File: src/rtl/load_store_unit_pkg.sv
// Shared definitions for the load/store unit: FSM state encoding and default widths.
// Optional feature macro used by this block: LSU_WRAP_ERR_EN.
package load_store_unit_pkg;

  localparam int LSU_AW = 8;
  localparam int LSU_DW = 8;

  typedef enum logic [1:0] {
    LSU_IDLE   = 2'd0,
    LSU_ACC_LO = 2'd1,
    LSU_ACC_HI = 2'd2,
    LSU_RESP   = 2'd3
  } lsu_state_e;

endpackage

File: src/rtl/load_store_unit_if.sv
// CPU request/response channel plus the 8-bit data RAM pins of the load/store unit.
// Handshake: a request transfers on a rising edge where req_valid and req_ready are both
// high; the requester holds all req_* stable until then. resp_valid is a one-cycle
// pulse with no backpressure.
interface load_store_unit_if #(
  parameter int AW = 8,
  parameter int DW = 8
);
  logic            req_valid;
  logic            req_ready;
  logic            req_we;
  logic            req_wide;
  logic [AW-1:0]   req_addr;
  logic [2*DW-1:0] req_wdata;
  logic            resp_valid;
  logic [2*DW-1:0] resp_rdata;
  logic            resp_err;
  logic [AW-1:0]   addr;
  logic [DW-1:0]   wr_data;
  logic            mem_write;
  logic            mem_read;
  logic [DW-1:0]   rd_data;

  // CPU plus RAM side
  modport master (
    output req_valid, req_we, req_wide, req_addr, req_wdata, rd_data,
    input  req_ready, resp_valid, resp_rdata, resp_err,
    input  addr, wr_data, mem_write, mem_read
  );

  // load/store unit side
  modport slave (
    input  req_valid, req_we, req_wide, req_addr, req_wdata, rd_data,
    output req_ready, resp_valid, resp_rdata, resp_err,
    output addr, wr_data, mem_write, mem_read
  );
endinterface

File: src/rtl/load_store_unit.sv
// Load/store unit: sequences byte or little-endian 16-bit accesses onto an 8-bit RAM port.
// Optional macro LSU_WRAP_ERR_EN: a wide access at the top address errors instead of wrapping.
module load_store_unit
  import load_store_unit_pkg::*;
#(
  parameter int AW = LSU_AW,
  parameter int DW = LSU_DW
) (
  input  logic                clk,
  input  logic                rst,
  load_store_unit_if.slave    bus,
  output lsu_state_e          state_o
);

  lsu_state_e      state_q, state_d;
  logic            we_q, wide_q;
  logic [AW-1:0]   base_q;
  logic [2*DW-1:0] wdata_q;
  logic [DW-1:0]   data_lo_q, data_hi_q;
  logic            accept;
`ifdef LSU_WRAP_ERR_EN
  logic            err_q;
  logic            wrap_req;
  assign wrap_req = bus.req_wide && (bus.req_addr == {AW{1'b1}});
`endif

  assign state_o = state_q;

  // RAM pins decode from state and latched request only; req_* never reach them.
  always_comb begin
    state_d        = state_q;
    accept         = 1'b0;
    bus.req_ready  = 1'b0;
    bus.resp_valid = 1'b0;
    bus.resp_rdata = '0;
    bus.resp_err   = 1'b0;
    bus.addr       = '0;
    bus.wr_data    = '0;
    bus.mem_write  = 1'b0;
    bus.mem_read   = 1'b0;
    case (state_q)
      LSU_IDLE: begin
        bus.req_ready = rst;
        if (bus.req_valid && rst) begin
          accept  = 1'b1;
          state_d = LSU_ACC_LO;
`ifdef LSU_WRAP_ERR_EN
          if (wrap_req) state_d = LSU_RESP;
`endif
        end
      end
      LSU_ACC_LO: begin
        bus.addr      = base_q;
        bus.mem_write = we_q;
        bus.mem_read  = ~we_q;
        bus.wr_data   = wdata_q[DW-1:0];
        state_d       = wide_q ? LSU_ACC_HI : LSU_RESP;
      end
      LSU_ACC_HI: begin
        bus.addr      = base_q + {{(AW-1){1'b0}}, 1'b1};
        bus.mem_write = we_q;
        bus.mem_read  = ~we_q;
        bus.wr_data   = wdata_q[2*DW-1:DW];
        state_d       = LSU_RESP;
      end
      LSU_RESP: begin
        bus.resp_valid = 1'b1;
        bus.resp_rdata = we_q ? '0 : {data_hi_q, data_lo_q};
`ifdef LSU_WRAP_ERR_EN
        bus.resp_err   = err_q;
`endif
        state_d        = LSU_IDLE;
      end
      default: state_d = LSU_IDLE;
    endcase
  end

  always_ff @(posedge clk or negedge rst) begin
    if (!rst) begin
      state_q   <= LSU_IDLE;
      we_q      <= 1'b0;
      wide_q    <= 1'b0;
      base_q    <= '0;
      wdata_q   <= '0;
      data_lo_q <= '0;
      data_hi_q <= '0;
`ifdef LSU_WRAP_ERR_EN
      err_q     <= 1'b0;
`endif
    end else begin
      state_q <= state_d;
      if (accept) begin
        we_q      <= bus.req_we;
        wide_q    <= bus.req_wide;
        base_q    <= bus.req_addr;
        wdata_q   <= bus.req_wdata;
        // Cleared here so byte loads and errored accesses return zero upper bits.
        data_lo_q <= '0;
        data_hi_q <= '0;
`ifdef LSU_WRAP_ERR_EN
        err_q     <= wrap_req;
`endif
      end
      if (state_q == LSU_ACC_LO && !we_q) data_lo_q <= bus.rd_data;
      if (state_q == LSU_ACC_HI && !we_q) data_hi_q <= bus.rd_data;
    end
  end

endmodule

File: src/flat_wrapper.sv
// flat-port wrapper written by rule: the top's interface ports become plain ports
module load_store_unit_flat import load_store_unit_pkg::*;
#(
  parameter int AW = LSU_AW,
  parameter int DW = LSU_DW
)
  (clk, rst, state_o, bus_req_valid, bus_req_we, bus_req_wide, bus_req_addr, bus_req_wdata, bus_rd_data, bus_req_ready, bus_resp_valid, bus_resp_rdata, bus_resp_err, bus_addr, bus_wr_data, bus_mem_write, bus_mem_read);
  load_store_unit_if #(.AW(AW), .DW(DW)) bus_i ();
  input  logic clk;
  input  logic rst;
  output lsu_state_e state_o;
  input wire logic [$bits(bus_i.req_valid)-1:0] bus_req_valid;
  input wire logic [$bits(bus_i.req_we)-1:0] bus_req_we;
  input wire logic [$bits(bus_i.req_wide)-1:0] bus_req_wide;
  input wire logic [$bits(bus_i.req_addr)-1:0] bus_req_addr;
  input wire logic [$bits(bus_i.req_wdata)-1:0] bus_req_wdata;
  input wire logic [$bits(bus_i.rd_data)-1:0] bus_rd_data;
  output wire logic [$bits(bus_i.req_ready)-1:0] bus_req_ready;
  output wire logic [$bits(bus_i.resp_valid)-1:0] bus_resp_valid;
  output wire logic [$bits(bus_i.resp_rdata)-1:0] bus_resp_rdata;
  output wire logic [$bits(bus_i.resp_err)-1:0] bus_resp_err;
  output wire logic [$bits(bus_i.addr)-1:0] bus_addr;
  output wire logic [$bits(bus_i.wr_data)-1:0] bus_wr_data;
  output wire logic [$bits(bus_i.mem_write)-1:0] bus_mem_write;
  output wire logic [$bits(bus_i.mem_read)-1:0] bus_mem_read;
  assign bus_i.req_valid = bus_req_valid;
  assign bus_i.req_we = bus_req_we;
  assign bus_i.req_wide = bus_req_wide;
  assign bus_i.req_addr = bus_req_addr;
  assign bus_i.req_wdata = bus_req_wdata;
  assign bus_i.rd_data = bus_rd_data;
  assign bus_req_ready = bus_i.req_ready;
  assign bus_resp_valid = bus_i.resp_valid;
  assign bus_resp_rdata = bus_i.resp_rdata;
  assign bus_resp_err = bus_i.resp_err;
  assign bus_addr = bus_i.addr;
  assign bus_wr_data = bus_i.wr_data;
  assign bus_mem_write = bus_i.mem_write;
  assign bus_mem_read = bus_i.mem_read;
  load_store_unit #(.AW(AW), .DW(DW)) u_core (.clk(clk), .rst(rst), .bus(bus_i), .state_o(state_o));
endmodule
File: config.mk
export PLATFORM = sky130hd
export DESIGN_NAME = load_store_unit_flat
export DESIGN_NICKNAME = d
export VERILOG_FILES = /design/src/rtl/load_store_unit_pkg.sv /design/src/rtl/load_store_unit_if.sv /design/src/rtl/load_store_unit.sv /design/src/flat_wrapper.sv
export SDC_FILE = /design/constraint.sdc
export NUM_CORES = 1
export LEC_CHECK = 0
export ABC_AREA = 0
export BUFFER_PORTS_ARGS = -buffer_cell sky130_fd_sc_hd__buf_4
export CAP_MARGIN = 20
export CORE_UTILIZATION = 33
export CTS_CLUSTER_DIAMETER = 50
export CTS_CLUSTER_SIZE = 30
export DETAILED_ROUTE_END_ITERATION = 10
export GPL_TIMING_DRIVEN = 0
export MAX_ROUTING_LAYER = met4
export SKIP_LAST_GASP = 1
export SLEW_MARGIN = 20
export SYNTH_ARGS = -nofsm -noshare
export SYNTH_HDL_FRONTEND = slang
export SYNTH_SLANG_ARGS = --single-unit
File: constraint.sdc
create_clock -name clk -period 3.9 [get_ports clk]
set_clock_uncertainty 0.2 [all_clocks]
set_input_delay 0.39 -clock clk [delete_from_list [all_inputs] [get_ports clk]]
set_output_delay 0.39 -clock clk [all_outputs]
set_load 0.02 [all_outputs]
; Yosys cells after proc, flatten, opt, wreduce, memory -nomap -nowiden
; Index checks and enable logic that the tools add are counted.
[word_totals]
reg_bits = 44
latch_bits = 0
ramBits = 0
rom_bits = 0
wordCells = 37
memories = 0
[op_classes]
add_sub_neg = 1
mul = 0
n_div = 0
order_cmp = 0
eq_ne = 4
shift = 0
muxes = 16
bitwise_logic = 1
n_reduce_logical = 8
[op_table]
columns = op, count
row1 = $mux W16, 2
row2 = $pmux W8 S2, 2
row3 = $mux W8, 3
row4 = $add A8 B1 Y8 const B, 1
row5 = $pmux W2 S4, 1
row6 = $mux W1, 7
row7 = $eq A2 B2 Y1 const B, 2
row8 = $reduce_bool A2 Y1, 2
row9 = $logic_and A1 B1 Y1, 3
row10 = $eq A2 B1 Y1 const B, 1
row11 = $logic_not A2 Y1, 1
row12 = $mux W2, 1
row13 = $ne A2 B1 Y1 const B, 1
row14 = $reduce_or A2 Y1, 1
row15 = $logic_not A1 Y1, 1
row16 = $not A1 Y1, 1

; Longest topological paths before layout
; Gate-level depths: netlist (run 1).
[logic_depth]
word_depth = 5
ltp_mapped = 7
depth_no_buf = 5

; Worst setup path before layout (run 1)
; OpenSTA, ideal clock, no wires.
[synth_path]
kind = reg-to-output
startpoint = reg u_core.state_q[0], in the netlist u_core.state_o[0]
endpoint = out bus_addr[3]
arrival_ns = 1.849
path_slack_ns = 1.461
stages_incl_launch_ff = 7
path_buffers = 1
path_cell_list = dfrtp_1 -> inv_1 -> ha_1 -> buf_2 -> inv_1 -> or3_1 -> o22ai_1
[synth_via]
elab_chain_cells = 2
elab_cells_between_ends = 3
classes_between = eq/ne: 2 / mux: 1
[synth_lines]
columns = element, line
row1 = "start, declared", load_store_unit.sv:15  ; lsu_state_e state_q, state_d;
row2 = "start signal, assigned", load_store_unit.sv:91  ; state_q <= state_d;
row3 = $eq A2 B2 Y1 / $eq A2 B1 Y1 (equally long branches), load_store_unit.sv:41  ; case (state_q)
row4 = $pmux W8 S2 (*), load_store_unit.sv:41
row5 = "end, declared", flat_wrapper.sv:22  ; output wire logic [$bits(bus_i.addr)-1:0] bus_addr;
; Mark *: on every way between the ends. The rest lies on a longest branch, timed or not.

; Final worst setup path (run 1)
[layout_path]
startpoint = reg u_core.state_q[0], in the netlist u_core.state_o[0]
endpoint = out bus_wr_data[0]
[layout_via]
elab_chain_cells = 2
elab_cells_between_ends = 3
classes_between = eq/ne: 2 / mux: 1
[layout_lines]
columns = element, line
row1 = $eq A2 B2 Y1 / $eq A2 B1 Y1 (equally long branches), load_store_unit.sv:41
row2 = $pmux W8 S2 (*), load_store_unit.sv:41
row3 = "end, declared", flat_wrapper.sv:23  ; output wire logic [$bits(bus_i.wr_data)-1:0] bus_wr_data;
; Marked as above.

==> out/results.ini, run 1 <==
[critical_path]
cp_top_family=buffers and inverters
path_buf_inv=5
worst_r2r_endpoint=u_core.base_q[4]
r2r-start=u_core.state_o[1]
critPathKind=reg -> out
max_stage_delay_ns=0.41
worstPathRequired_ns=3.31
r2r_slack_ns=1.94
crit_fanout=10
endpoint_kind=output port
critPathMostFrequentCell=inv_1
crit_chain=inv_1 -> ha_1 -> buf_2 -> inv_1 -> clkbuf_1 -> nor2_1 -> buf_4
slowest_stage=clkbuf_1
worst_ep_arrival_time_ns=2.18
startpoint_type=register
reg2reg_depth=5

[route]
dr.pass1.iters=7
drt_wl_total_mm=5.64
via_count=1897
wl_per_cell_um=14.7
ant_nets=0
drc_errors=4
vias_per_cell=4.93
drt_iter0_drc=66

[cts]
numCtsBuffers=5
insertion_delay_ns=0.29
clkTransAtPathRegs_ns=0.08
clockRootBuffer=clkbuf_8
cts_buffer_depth=2
cts_setup_buffers=0
cts_tree=built
h-tree-depth=2
clkSinkCount=44

[timing]
hold_viol=0
post-route-min-period_ns=2.77
setup_viol=0
max_freq_mhz=361
worst_slew_pin_slew_ns=0.597
slew_viol_final=0
tns_ns=0
period_share_pct=71.0
rsz0062_at_grt=false
maxSlewHeadroom_pct=60.2
timing.hold.ws_ns=0.0913

[die]
start_util_pct=34.8
core_area_sq_mm=0.00646
row_count=29
die-area_sq_mm=0.00714
die_w_um=84.5
die_h_um=84.5
pin_count=76

[cells_and_area]
final_common_cell=buf_4
fin_util_pct=46.2
drive_gt1_share_pct=37.7
synthToLayoutAreaGrowth_pct=32.9
mostFrequentLayoutCells=buf_4 (76), dfrtp_1 (44), nand2_1 (39)
nNetsFinal=350
diodes=0

[pwr]
vdd_drop_max_uv=264
powerDensity_mw_per_mm2=796
total_leakage_power_uw=0.00147

[placement]
numPortBuffers=74
gp_congestion=0.797
hpwl_mm=4.07

[synth]
yosys.area.top_type=dfrtp_1
syn_avg_cell_area_sq_um=9.94
ys_warn_count=0
synthDominantCellAreaShare_pct=49.0
synth-seq-area-share_pct=49.0
synth-seq-cells=44
synth_cell_types=32
postSynthCellCount=226
synth.area.top_cells=dfrtp_1 (49%), mux2_2 (13%), nand2_1 (6.5%)
netlist_area_sq_mm=0.00225
synth_nets=268

[global_routing]
grt_pass1_vias=1937
antenna_found_initial=0
grt_pass1_wl_mm=9.22
grt_overflow=0
grt_max_degree=48
gr-usage-all-layers_pct=17.0

[job]
drv_cap=0

[worst_hold_path]
hp-class=in -> reg
hold_path_startpoint=bus_rd_data[5]
whs_endpoint=u_core.data_lo_q[5]
whs_path_depth=3

[run_status]
violations=DRC
status=finished with violations

[flip-flops by register name (all words and copies together), names as in the netlist]
register and cells:
u_core.base_q 8, u_core.data_hi_q 8, u_core.data_lo_q 8, u_core.state_o 2, u_core.wdata_q 16, u_core.we_q 1
u_core.wide_q 1
[Yosys cell counts]
cell type	count
dfrtp_1	44
nand2_1	39
mux2_2	26
nand3_1	21
and2_1	18
nor2_1	11
a22oi_1	9
clkbuf_1	7
buf_2	5
ha_1	5
nor2b_1	5
inv_1	4
a21oi_1	3
o21ai_0	3
or4_1	3
buf_4	2
nand2b_1	2
nand3_2	2
o2111ai_1	2
o22ai_1	2
or3_1	2
a21boi_0	1
a31oi_1	1
buf_1	1
buf_6	1
conb_1	1
mux2i_1	1
nand3b_1	1
nand4_1	1
nor3_1	1
o211ai_1	1
o21a_1	1
[area by class of cell]
class / count / area [sq um]
Tap cell: 77 / 96.3
Fill cell: 658 / 3470
Sequential cell: 44 / 1100
Buffer: 16 / 81.3
Clock inverter: 1 / 5.00
Multi-Input combinational cell: 162 / 1050
Inverter: 4 / 15.0
Clock buffer: 6 / 72.6
Timing Repair Buffer: 75 / 566
[stage by stage]
step,cells,area [sq um],setup slack (ns),total power [uW]
final,385,2990,1.13,2380
after CTS,385,2990,1.06,2410
after detailed placement,377,2900,1.40,2130
after global placement,377,2900,1.38,2110
after floorplan,226,2250,1.46,1660
after global routing,385,2990,0.930,2570
[routing by layer]
layer	global-route usage (%)	part of all wire, %
met1	21.2	45
met2	27.9	49
met3	2.75	3.5
met4	6.32	1.6
met5	-	0
[report_power, final]
| group | switching [uW] | internal [uW] |
|---|---|---|
| Clock | 146 | 122 |
| Combinational | 717 | 565 |
| Sequential | 152 | 676 |
| Total | 1010 | 1360 |
[repair_timing]
action,4_1_cts,5_1_grt
gates resized for setup,0,0
hold buffers,1,0
hold endpoints to repair,44,0
[worst max path at each step]
stage,depth (start not counted),from,to,slack (ns)
global placement,7,u_core.state_o[1],bus_mem_read,1.38
detailed placement,7,u_core.state_o[1],bus_mem_read,1.40
CTS,7,u_core.state_o[1],bus_mem_read,1.06
floorplan,6,u_core.state_o[0],bus_addr[3],1.46
finish,7,u_core.state_o[0],bus_wr_data[0],1.13
global route,7,u_core.state_o[1],bus_mem_read,0.93
[cells by family after synthesis]
family / count (synthesis) / synth area share [%]
compound gates: 23 / 6.96
other cells: 1 / 0.167
flops: 44 / 49.0
simple gates: 106 / 23.3
fa+ha+maj: 5 / 2.79
buf+inv: 20 / 4.29
mux: 27 / 13.5
[worst reg2reg max path: stages (launching register included)]
cell and delay, ns:
dfrtp_1 0.43, inv_1 0.11, ha_1 0.26, nand3_2 0.18, buf_2 0.30, mux2_2 0.36
No activity file was read; power rests on OpenSTA's default activity.
==> run 2: changes to the inputs <==
==> constraint.sdc (replaced) <==
create_clock -name clk -period 2.7 [get_ports clk]
set_clock_uncertainty 0.2 [all_clocks]
set_input_delay 0.27 -clock clk [delete_from_list [all_inputs] [get_ports clk]]
set_output_delay 0.27 -clock clk [all_outputs]
set_load 0.02 [all_outputs]
==> run 2 against run 1 <==
  * The run still ends with DRC left
  * Global-route usage is 0.41 points higher
  * Die area did not move
  * Critical path type unchanged
  * Design area up 6.2%
  * Critical endpoint is now bus_addr[7]
  * Total power increased by 46%
  * Sequential power is 45% higher
  * Sequential share of layout area fell by 2.1 points
  * Largest cell class unchanged
  * Flip-flop and latch count unchanged
  * Highest routed layer unchanged
  * First-iteration DRC count up 6.1%
  * Register-to-register slack lost 1.2 ns
  * Non-clock buffer count increased by 18
==> out/results.ini, run 2 (synthesized netlist as in run 1, its figures left out) <==
[run_status]
status=finished with violations
violations=DRC

[route]
vias_per_cell=4.85  ; -1.6%
ant_nets=0  ; unchanged
drt_iter0_drc=70  ; +6.1%
via_count=1953  ; +3.0%
drc_errors=4  ; unchanged
drt_wl_total_mm=5.79  ; +2.7%
dr.pass1.iters=7  ; unchanged
wl_per_cell_um=14.4  ; -1.9%

[cells_and_area]
top_register=u_core.wdata_q
mostFrequentLayoutCells=buf_4 (76), dfrtp_1 (43), nand2_1 (39)
nFillCells=644  ; -2.1%
largest_reg_flops=16  ; unchanged
seqCellArea_sq_mm=0.00110  ; +0.11%
synthToLayoutAreaGrowth_pct=41.2
drive_gt1_share_pct=36.5  ; -1.2 points
final_common_cell=buf_4
nNetsFinal=368  ; +5.1%
diodes=0  ; unchanged
multi_input_area_sq_mm=0.00105  ; unchanged
post_layout_nonfiller_instances=403  ; +4.7%

[timing]
tns_ns=0  ; unchanged
worst_slew_pin_slew_ns=0.597  ; +0.000440 ns
slew_viol_final=0  ; unchanged
setup_viol=0  ; unchanged
hold_viol=0  ; unchanged
maxSlewHeadroom_pct=60.2  ; about the same
rsz0062_at_grt=false
timing.hold.ws_ns=0.00666  ; -0.0847 ns
period_share_pct=94.3
max_freq_mhz=393
post-route-min-period_ns=2.54

[cts]
insertion_delay_ns=0.29  ; about the same
clkSinkCount=44  ; unchanged
cts_setup_buffers=0  ; unchanged
cts_buffer_depth=2  ; unchanged
h-tree-depth=2  ; unchanged
clockRootBuffer=clkbuf_8
clkTransAtPathRegs_ns=0.08  ; about the same
numCtsBuffers=5  ; unchanged
cts_tree=built

[pwr]
switching_share_pct=42.5  ; -0.19 points
pwr-share-clk_pct=11.1  ; -0.2 points
powerDensity_mw_per_mm2=1100  ; +38%
vdd_drop_max_uv=379  ; +43%
p_switching_uw=1480  ; +46%
combPwrFrac_pct=54.5  ; +0.6 points
p_seq_share_pct=34.4  ; -0.4 points
total_leakage_power_uw=0.00155  ; +5.2%
internal_power_uw=2000  ; +47%

[critical_path]
crit_fanout=9  ; -1
critPathKind=reg -> out
endpoint_kind=output port
startpoint_type=register
worst_ep_arrival_time_ns=2.07  ; -0.11 ns
worstPathRequired_ns=2.23  ; -1.08 ns

[global_routing]
grt_max_degree=48  ; unchanged
grt_pass1_wl_mm=9.46  ; +2.6%
gr-usage-all-layers_pct=17.5  ; +0.41 points
antenna_found_initial=0  ; unchanged
grt_pass1_vias=2003  ; +3.4%
grt_overflow=0  ; unchanged

[job]
drv_cap=0  ; unchanged

[die]
die_h_um=84.5  ; unchanged
row_count=29  ; unchanged
pin_count=76  ; unchanged
core_area_sq_mm=0.00646  ; unchanged
die-area_sq_mm=0.00714  ; unchanged
die_w_um=84.5  ; unchanged
start_util_pct=34.8  ; unchanged

[placement]
post-place-cells=377  ; unchanged
hpwl_mm=4.07  ; unchanged
gp_congestion=0.797  ; unchanged
numPortBuffers=74  ; unchanged

[worst_hold_path]
hp-class=in -> reg

run 2: through the flow:
| step | total power, uW | worst slack, ns | util, % | instance area, sq um |
|---|---|---|---|---|
| after floorplan | 2390 | 0.381 | - | 2250 |
| after global placement | 3040 | 0.301 | 44.9 | 2900 |
| after detailed placement | 3080 | 0.322 | 44.9 | 2900 |
| after CTS | 3500 | 0.0650 | 48.6 | 3140 |
| after global routing | 3760 | 0.0140 | 49.1 | 3170 |
| final | 3480 | 0.155 | 49.1 | 3170 |
run 2: final timing paths:
check	slack, ns	start	endpoint	cells past startpoint
max	0.16	u_core.state_o[0]	bus_addr[7]	7
min	0.007	bus_req_wdata[7]	u_core.wdata_q[7]	2
max reg2reg	0.74	u_core.state_o[0]	u_core.base_q[2]	5
min reg2reg	0.29	u_core.data_lo_q[2]	u_core.data_lo_q[2]	2
max in group asynchronous	1.50	rst	u_core.state_o[1]	2
min in group asynchronous	0.36	rst	u_core.wdata_q[12]	2
run 2: repair_timing:
item | 4_1_cts | 5_1_grt
gates resized for setup | 1 | 3
hold buffers | 16 | 3
endpoints found under the hold margin | 67 | 3
pin swaps | 0 | 0
endpoints found under the setup margin | 2 | 3
cloned | 0 | 0
run 2: power groups by stage:
stage | registers, uW | clock network, uW | logic, uW
floorplan | 1160 | 0 | 1230
global placement | 1200 | 0 | 1850
detailed placement | 1210 | 0 | 1870
CTS | 1190 | 407 | 1900
global route | 1240 | 429 | 2080
finish | 1200 | 386 | 1890
run 2: final cells by class:
class | count | share of cell area (%)
Timing Repair Buffer | 93 | 23.5
Sequential cell | 44 | 34.8
Tap cell | 77 | 3.04
Buffer | 16 | 2.68
Inverter | 4 | 0.474
Multi-Input combinational cell | 162 | 33.1
Clock inverter | 1 | 0.158
Clock buffer | 6 | 2.29
run 2: per-layer routing:
layer / track usage [%] / vias to the layer above / share of wire [%]
met5: - / - / 0
met1: 21.4 / 939 / 46
met4: 6.78 / 0 / 1.6
met3: 2.75 / 9 / 3.0
met2: 28.9 / 40 / 50
li1: - / 965 / -
run 2: critical path, cell delays in order (launching register included):
cell and delay, ns:
dfrtp_1 0.41, inv_1 0.11, ha_1 0.30, clkbuf_4 0.18
nand2_1 0.07, or4_1 0.48, nand3_1 0.10, buf_4 0.14
